--- config.mk ---
export PLATFORM = sky130hd
export DESIGN_NAME = pulse_sequencer
export DESIGN_NICKNAME = d
export VERILOG_FILES = /design/src/rtl/pulse_sequencer.sv
export SDC_FILE = /design/constraint.sdc
export NUM_CORES = 1
export LEC_CHECK = 0
export ABC_AREA = 1
export BUFFER_PORTS_ARGS = -buffer_cell sky130_fd_sc_hd__buf_2
export CAP_MARGIN = 20
export CORE_MARGIN = 1.5
export CORE_UTILIZATION = 23
export DETAILED_ROUTE_END_ITERATION = 10
export HOLD_SLACK_MARGIN = 0.12
export MAX_ROUTING_LAYER = met4
export PLACE_DENSITY = 0.51
export SYNTH_ARGS = -nofsm -noshare
export SYNTH_HDL_FRONTEND = slang
export SYNTH_SLANG_ARGS = --single-unit
--- constraint.sdc ---
create_clock -name CLK -period 1.7 [get_ports CLK]
set_input_delay 0.255 -clock CLK [delete_from_list [all_inputs] [get_ports CLK]]
set_output_delay 0.255 -clock CLK [all_outputs]
set_load 0.02 [all_outputs]
--- src/rtl/pulse_sequencer.sv ---
// pulse_sequencer: round-robin front end for a shared 16-bit rotating pulse
// generator. Captures one requester's pattern/count, loads the generator, gates
// its output for 16 x count cycles, then clears it and reports completion.
module pulse_sequencer #(
  parameter int CNT_W = 8
) (
  input  logic             CLK,
  input  logic             RST,
  input  logic             req_a,
  input  logic             req_b,
  input  logic [15:0]      pattern_a,
  input  logic [15:0]      pattern_b,
  input  logic [CNT_W-1:0] count_a,
  input  logic [CNT_W-1:0] count_b,
  output logic             ack_a,
  output logic             ack_b,
  input  logic             abort,
  input  logic             gen_Q_out,
  output logic [15:0]      gen_Q_in,
  output logic             gen_load,
  output logic             pulse_out,
  output logic             busy,
  output logic             grant_b,
  output logic             done,
  output logic             aborted
);

  typedef enum logic [1:0] {S_IDLE, S_LOAD, S_RUN, S_DONE} state_t;

  state_t           state;
  logic             last_b;
  logic [CNT_W-1:0] cnt_r;
  logic [CNT_W-1:0] rep_r;
  logic [3:0]       phase_r;
  logic             win_b;

  // Round-robin pick: a lone requester wins; on a tie the one not served last wins.
  function automatic logic pick_b(input logic ra, input logic rb, input logic last);
    return rb & (~ra | ~last);
  endfunction

  assign win_b = pick_b(req_a, req_b, last_b);

  // Only RUN lets the generator's stream through.
  assign pulse_out = gen_Q_out & (state == S_RUN);

  // Sequencer FSM; every output is registered together with the state it belongs to.
  always_ff @(posedge CLK) begin
    if (RST) begin
      state    <= S_IDLE;
      last_b   <= 1'b1;
      cnt_r    <= '0;
      rep_r    <= '0;
      phase_r  <= '0;
      ack_a    <= 1'b0;
      ack_b    <= 1'b0;
      done     <= 1'b0;
      aborted  <= 1'b0;
      busy     <= 1'b0;
      grant_b  <= 1'b0;
      gen_load <= 1'b1;
      gen_Q_in <= '0;
    end else begin
      case (state)
        S_IDLE: begin
          done     <= 1'b0;
          aborted  <= 1'b0;
          gen_load <= 1'b1;
          gen_Q_in <= '0;
          ack_a    <= 1'b0;
          ack_b    <= 1'b0;
          busy     <= 1'b0;
          if (req_a || req_b) begin
            state    <= S_LOAD;
            grant_b  <= win_b;
            last_b   <= win_b;
            cnt_r    <= win_b ? count_b : count_a;
            gen_Q_in <= win_b ? pattern_b : pattern_a;
            ack_a    <= ~win_b;
            ack_b    <= win_b;
            busy     <= 1'b1;
          end
        end
        S_LOAD: begin
          ack_a <= 1'b0;
          ack_b <= 1'b0;
          if (abort || (cnt_r == '0)) begin
            state    <= S_DONE;
            done     <= 1'b1;
            aborted  <= abort;
            gen_load <= 1'b1;
            gen_Q_in <= '0;
          end else begin
            state    <= S_RUN;
            gen_load <= 1'b0;
            phase_r  <= '0;
            rep_r    <= cnt_r;
          end
        end
        S_RUN: begin
          phase_r <= phase_r + 4'd1;
          if (abort || ((phase_r == 4'd15) && (rep_r == CNT_W'(1)))) begin
            state    <= S_DONE;
            done     <= 1'b1;
            aborted  <= abort;
            gen_load <= 1'b1;
            gen_Q_in <= '0;
          end else if (phase_r == 4'd15) begin
            rep_r <= rep_r - CNT_W'(1);
          end
        end
        S_DONE: begin
          state   <= S_IDLE;
          done    <= 1'b0;
          aborted <= 1'b0;
          busy    <= 1'b0;
        end
        default: state <= S_IDLE;
      endcase
    end
  end

endmodule

==> summary.txt, run 1 <==
Outcome
  – Outcome: complete, no violations

Timing
  – Slew Limit Fails: 0
  – Setup violators final: 0
  – Crit share post-route: 95.1%
  – Final hold slack: 221 ps
  – Fin. Hold Viols: 0
  – Worst Tran Pin Value: 488 ps
  – Fmax: 619 MHz
  – Max Clock Skew: 7.15 ps
  – Max_slew headroom: 67.4%
  – Setup tns final: 0 ps
  – RSZ-0062 raised after global routing: true
  – Tmin final: 1620 ps

Clock tree
  – Clock Pin Slew Worst Setup and Hold Paths: 70 ps
  – Clk root buf: clkbuf_16
  – H-Tree Depth: 2
  – Clock Latency Late Sink: 300 ps
  – CTS buffer count: 5
  – CTS tree: done
  – Clk buf depth: 2
  – Hold-fix buffers, CTS: 0
  – Clk sinks: 46

Placement
  – Gpl congestion: 0.796
  – Port bufs: 77
  – Placed cell count: 689
  – Placed wire-length estimate: 5760 um

Drt
  – ANT nets after route: 0
  – DR iter-0 viols: 110
  – Drt first pass iters: 4
  – Uppermost routed layer: met4
  – Drt drc: 0
  – Metal2 WL: 3580 um
  – M1 WL: 3620 um
  – Met3 WL post-DR: 266 um
  – Vias/cell: 4.32
  – DR vias: 3,018
  – DRT Wirelength: 7620 um
  – Per-cell routed wire length: 10.9 um

Finish
  – N_diodes: 0
  – Fill cell count: 1,351
  – Layout cells sized above 1: 21.4%
  – Nets: 612
  – Reg area: 922 sq um
  – Fin util: 30.4%
  – Area of the multi-input gates: 1470 sq um
  – Fin cells: 698
  – Area Overhead vs Synth: 29.4%

Critical path
  – Slack of the worst reg-to-reg path: 140 ps
  – Worst endpoint required time: 1440 ps
  – Worst Setup Start Kind: flop
  – Max Fanout on Critical Path: 14
  – Crit path arrival time: 1360 ps
  – Crit path capture type: primary output
  – Crit Path Category: flop to primary output

Global route
  – First-pass GRT wire length: 12,700 um
  – Antenna violations before repair: 0
  – Vias in the first global route: 2,815
  – Total track usage: 12.5%
  – Total gr overflow: 0
  – Largest net degree at the start of global routing: 29

Power
  – Worst vdd ir: 0.732 mV
  – Lkg Pwr: 2.06 nW
  – PwrDens: 1670 nW/um^2

Floorplanning
  – Core Box Area: 12,000 sq um
  – DIE AREA: 12,900 sq um
  – FP Rows: 40
  – I/O pin count: 78
  – Initial Utilization: 23.5%
  – Die Span X: 114 um
  – Die height: 114 um

Run
  – Max cap viols: 0

Synthesis
  – Synth area leader: dfxtp_1
  – Cell count after synthesis: 464
  – Synth top area cells: dfxtp_1 33%, nand2_1 18%, inv_1 12%, nand3_1 7.5%, nor2_1 6.0%
  – Synth top area share: 32.7%
  – Seq/Total Area, Yosys: 32.7%
  – Distinct cell type count after synthesis: 27
  – Seq cells post-synth: 46
  – YS warnings: 0
  – Post-Syn Nets: 526
  – Post-Syn Area: 2810 sq um
  – Syn avg cell area: 6.06 sq um

Hold path
  – Hold WC Path Type: primary input to flop
## per-stage QoR
step                setup slack [ps]  power, mW  instance area (sq um)
floorplan                        115       3.98                   2810
global placement                 209       4.83                   3450
detailed placement               152       4.88                   3450
CTS                             54.4       6.09                   3620
global route                   -12.6       6.69                   3640
finish                          83.7       6.06                   3640
## flip-flops by register name, indices dropped and copies added, names as in the netlist
register  flops
done          1
gen_Q_in     16
phase_r       4
aborted       1
state         2
cnt_r         8
gen_load      1
grant_b       1
ack_b         1
busy          1
rep_r         8
last_b        1
ack_a         1
## report_power, final
group	internal [mW]	total, mW	switching (mW)
registers	1.45	1.68	0.229
clock network	0.697	1.15	0.455
logic	1.23	3.23	1.99
total	3.38	6.06	2.68
## layout by cell type (no fill, tap or decap), types with 14 or more instances in the layout
master | Yosys | final
o21ai_0 | 14 | 14
buf_2 | 8 | 77
inv_1 | 90 | 90
a21oi_1 | 22 | 22
nand3_1 | 42 | 42
dfxtp_1 | 46 | 45
buf_4 | 0 | 16
nor2_1 | 45 | 45
nand4_1 | 17 | 17
nand2_1 | 135 | 135
## layout make-up
cell class,count,share of cell area [%]
clock buffers,5,3.44
clock inverters,3,1.20
inverters,96,9.90
multi-input cells,306,40.3
flip-flops and latches,46,25.3
well taps,147,5.05
repair buffers,95,14.7
## final timing paths
check | start | end | cells after the start
worst min register to register | done | done | 2
worst max-delay path | state[0] | pulse_out | 6
worst min-delay path | abort | aborted | 3
worst max register to register | phase_r[0] | gen_Q_in[10] | 9
## worst max-delay path, stage by stage (launching register included)
cell and delay (ps):
dfxtp_2 320, inv_1 110, ha_1 210, buf_6 170
nand2_1 60, inv_1 40, buf_2 150
## cell families after synthesis
logic type      share of synthesized area (%)
compound gates                           9.03
xor+xnor                                0.623
fa+ha+maj                                3.56
buf+inv                                  15.7
flops                                    32.7
simple gates                             38.3
## per-layer routing
| layer | up-vias | track usage (%) |
|---|---|---|
| met5 | - | - |
| met4 | 0 | 4.58 |
| met3 | 12 | 2.55 |
| met2 | 42 | 20.3 |
| met1 | 1372 | 15.4 |
| li1 | 1592 | - |
## cells in the mapped netlist, drive strengths merged
| master | instances |
|---|---|
| nand2 | 138 |
| inv | 94 |
| nor2 | 47 |
| dfxtp | 46 |
| nand3 | 45 |
| a21oi | 22 |
| nand4 | 17 |
| o21ai | 14 |
| buf | 12 |
| ha | 8 |
| o21bai | 8 |
| clkbuf | 5 |
| clkinv | 2 |
| a211oi | 1 |
| nor4 | 1 |
| o22ai | 1 |
| or2 | 1 |
| xnor2 | 1 |
| xor2 | 1 |
## repair_timing
action | in CTS | in global routing
gates cloned | 0 | 1
gates resized for setup | 1 | 3
setup buffers | 1 | 0
setup endpoints to repair | 1 | 12
(Power assumes the default switching activity.)
==> run 2, diff against run 1 <==
- BUFFER_PORTS_ARGS: -buffer_cell sky130_fd_sc_hd__buf_2 -> unset
- DONT_BUFFER_PORTS: unset -> 1
- PLACE_DENSITY: 0.51 -> 0.45
==> run 2 against run 1 <==
- sequential power is 16% higher
- sequential share of layout area is 3.0 points higher
- non-clock buffer count is 80 lower
- largest cell class unchanged
- final area is 10% lower
- clock power is 10% lower
- count of clock-buffer cells in the layout is 1 higher
- hold slack worse by 62 ps
- register-to-register slack hardly changed
- die area stayed put
==> summary.txt, run 2 (same netlist as run 1, synthesis figures left out) <==
Outcome
  – Outcome: complete, no violations

Critical path
  – Max Fanout on Critical Path: 10
  – FF-to-FF Start: phase_r[0]
  – Critical path's slowest cell: dfxtp_2
  – Critical Path Start: state[0]
  – CP peak stage delay: 340 ps
  – WP depth: 6
  – Slack of the worst reg-to-reg path: 140 ps
  – Crit Path Category: flop to primary output
  – Crit path capture type: primary output
  – Worst-path cell chain: inv_2 > ha_2 > buf_4 > buf_6 > nand2_1 > inv_2
  – Worst reg-to-reg path cell count: 9
  – Worst endpoint required time: 1440 ps
  – Critical Path End: pulse_out
  – FF-to-FF End: done
  – Most frequent cell on the critical path: inv_2
  – Top delay family on crit path: buffers and inverters
  – Worst Setup Start Kind: flop
  – Crit path arrival time: 1350 ps
  – CP Buf/Inv Count: 4

Finish
  – Fin cells: 618
  – N_diodes: 0
  – Most frequent cells in the layout: 135 x nand2_1, 88 x inv_1, 45 x nor2_1, 44 x dfxtp_1, 42 x nand3_1
  – Area Overhead vs Synth: 15.8%
  – Nets: 532
  – Top flop regs: gen_Q_in x16, cnt_r x8, rep_r x8
  – Fill cell count: 1,332
  – Layout cells sized above 1: 8.49%
  – Most common cell after layout, fill and taps aside: nand2_1
  – Max reg flops: 16
  – Top reg by flops: gen_Q_in

Drt
  – DR vias: 2,749
  – Per-cell routed wire length: 12.8 um
  – Vias/cell: 4.45
  – DRT Wirelength: 7900 um
  – Drt first pass iters: 5
  – Drt drc: 0
  – ANT nets after route: 0
  – DR iter-0 viols: 160

Hold path
  – Hold WC Path Type: primary input to flop

Global route
  – Antenna violations before repair: 0
  – Largest net degree at the start of global routing: 29
  – Total gr overflow: 0
  – Total track usage: 12.3%
  – First-pass GRT wire length: 12,200 um
  – Vias in the first global route: 2,474

Power
  – Lkg Pwr: 1.71 nW
  – Worst vdd ir: 0.651 mV
  – Total power: 5.75 mW
  – PwrDens: 1770 nW/um^2

Run
  – Max cap viols: 0

Clock tree
  – Clk buf depth: 2
  – Clk root buf: clkbuf_16
  – CTS tree: done
  – Clock Pin Slew Worst Setup and Hold Paths: 70 ps
  – Clk sinks: 46
  – CTS buffer count: 5
  – H-Tree Depth: 2
  – Clock Latency Late Sink: 290 ps

Timing
  – Setup violators final: 0
  – Fin. Hold Viols: 0
  – Max Clock Skew: 7.07 ps
  – Tmin final: 1610 ps
  – Worst Tran Pin Value: 727 ps
  – Fmax: 622 MHz
  – Max_slew headroom: 51.4%
  – Slew Limit Fails: 0
  – RSZ-0062 raised after global routing: true
  – Crit share post-route: 94.6%

Floorplanning
  – Core Box Area: 12,000 sq um
  – Die height: 114 um
  – Initial Utilization: 23.5%
  – DIE AREA: 12,900 sq um
  – FP Rows: 40
  – Die Span X: 114 um
  – I/O pin count: 78

Placement
  – Placed cell count: 606
  – Port bufs: 0
  – Gpl congestion: 0.812
  – Placed wire-length estimate: 5560 um
[run 2: cell count changes in the layout (fill, tap and decap cells not counted), moves of 2 or more]
cell | previous run | this run
inv_2 | 4 | 6
nand3_4 | 1 | 4
buf_2 | 77 | 0
inv_1 | 90 | 88
buf_4 | 16 | 10
dlygate4sd3_1 | 0 | 2
nand3_2 | 3 | 0
[run 2: layout make-up]
class,count,area [sq um],share of cell area (%)
inverter,96,360,11.1
clock buffer,6,139,4.26
sequential,46,923,28.3
multi-input combinational,306,1490,45.8
tap,147,184,5.65
timing repair buffer,15,146,4.49
clock inverter,2,12.5,0.384
[run 2: power breakdown]
part | internal [mW] | leakage (nW) | switching, mW
Clock | 0.583 | 0.0729 | 0.444
Combinational | 1.06 | 1.26 | 1.71
Sequential | 1.46 | 0.379 | 0.492
[run 2: repair_timing]
action / in CTS / in global routing
endpoints found under the setup margin: 1 / 30
hold buffers: 2 / 0
pin swaps: 0 / 1
resized for setup: 3 / 8
buffers inserted: 0 / 1
endpoints found under the hold margin: 18 / 0
cloned: 0 / 1
[run 2: layer usage]
metal | track usage [%] | wire (um) | vias up
met4 | 3.83 | 72 | 0
met1 | 15.5 | 3740 | 1253
met5 | - | 0 | -
met3 | 2.55 | 356 | 6
met2 | 19.8 | 3730 | 55
li1 | - | - | 1435
[run 2: worst min path at each step]
stage	slack (ps)	startpoint	endpoint	cells past startpoint
4_1_cts	150	count_b[4]	cnt_r[4]	2
3_3_place_gp	330	RST	cnt_r[4]	1
5_1_grt	160	count_b[7]	cnt_r[7]	2
2_1_floorplan	400	abort	aborted	2
6_report	160	count_b[7]	cnt_r[7]	2
3_5_place_dp	330	RST	done	1
[run 2: worst register-to-register path: cells and delay by family, from the launching register on]
family / cells / cell delay (ps)
adder cells (fa/ha/maj): 1 / 200
buffers and inverters: 1 / 170
flip-flops: 1 / 380
AO/OA/AOI/OAI: 1 / 60
AND/OR/NAND/NOR: 6 / 620
[run 2: metrics by stage]
step,setup WS (ps),util (%),hold WS (ps),cell area [sq um],setup TNS [ps]
2_1_floorplan,115,-,404,2810,0
3_3_place_gp,117,25.3,327,3030,0
3_5_place_dp,66.0,25.3,329,3030,0
4_1_cts,12.8,26.8,151,3210,0
5_1_grt,-17.8,27.2,165,3260,-44.3
6_report,91.8,27.2,159,3260,0
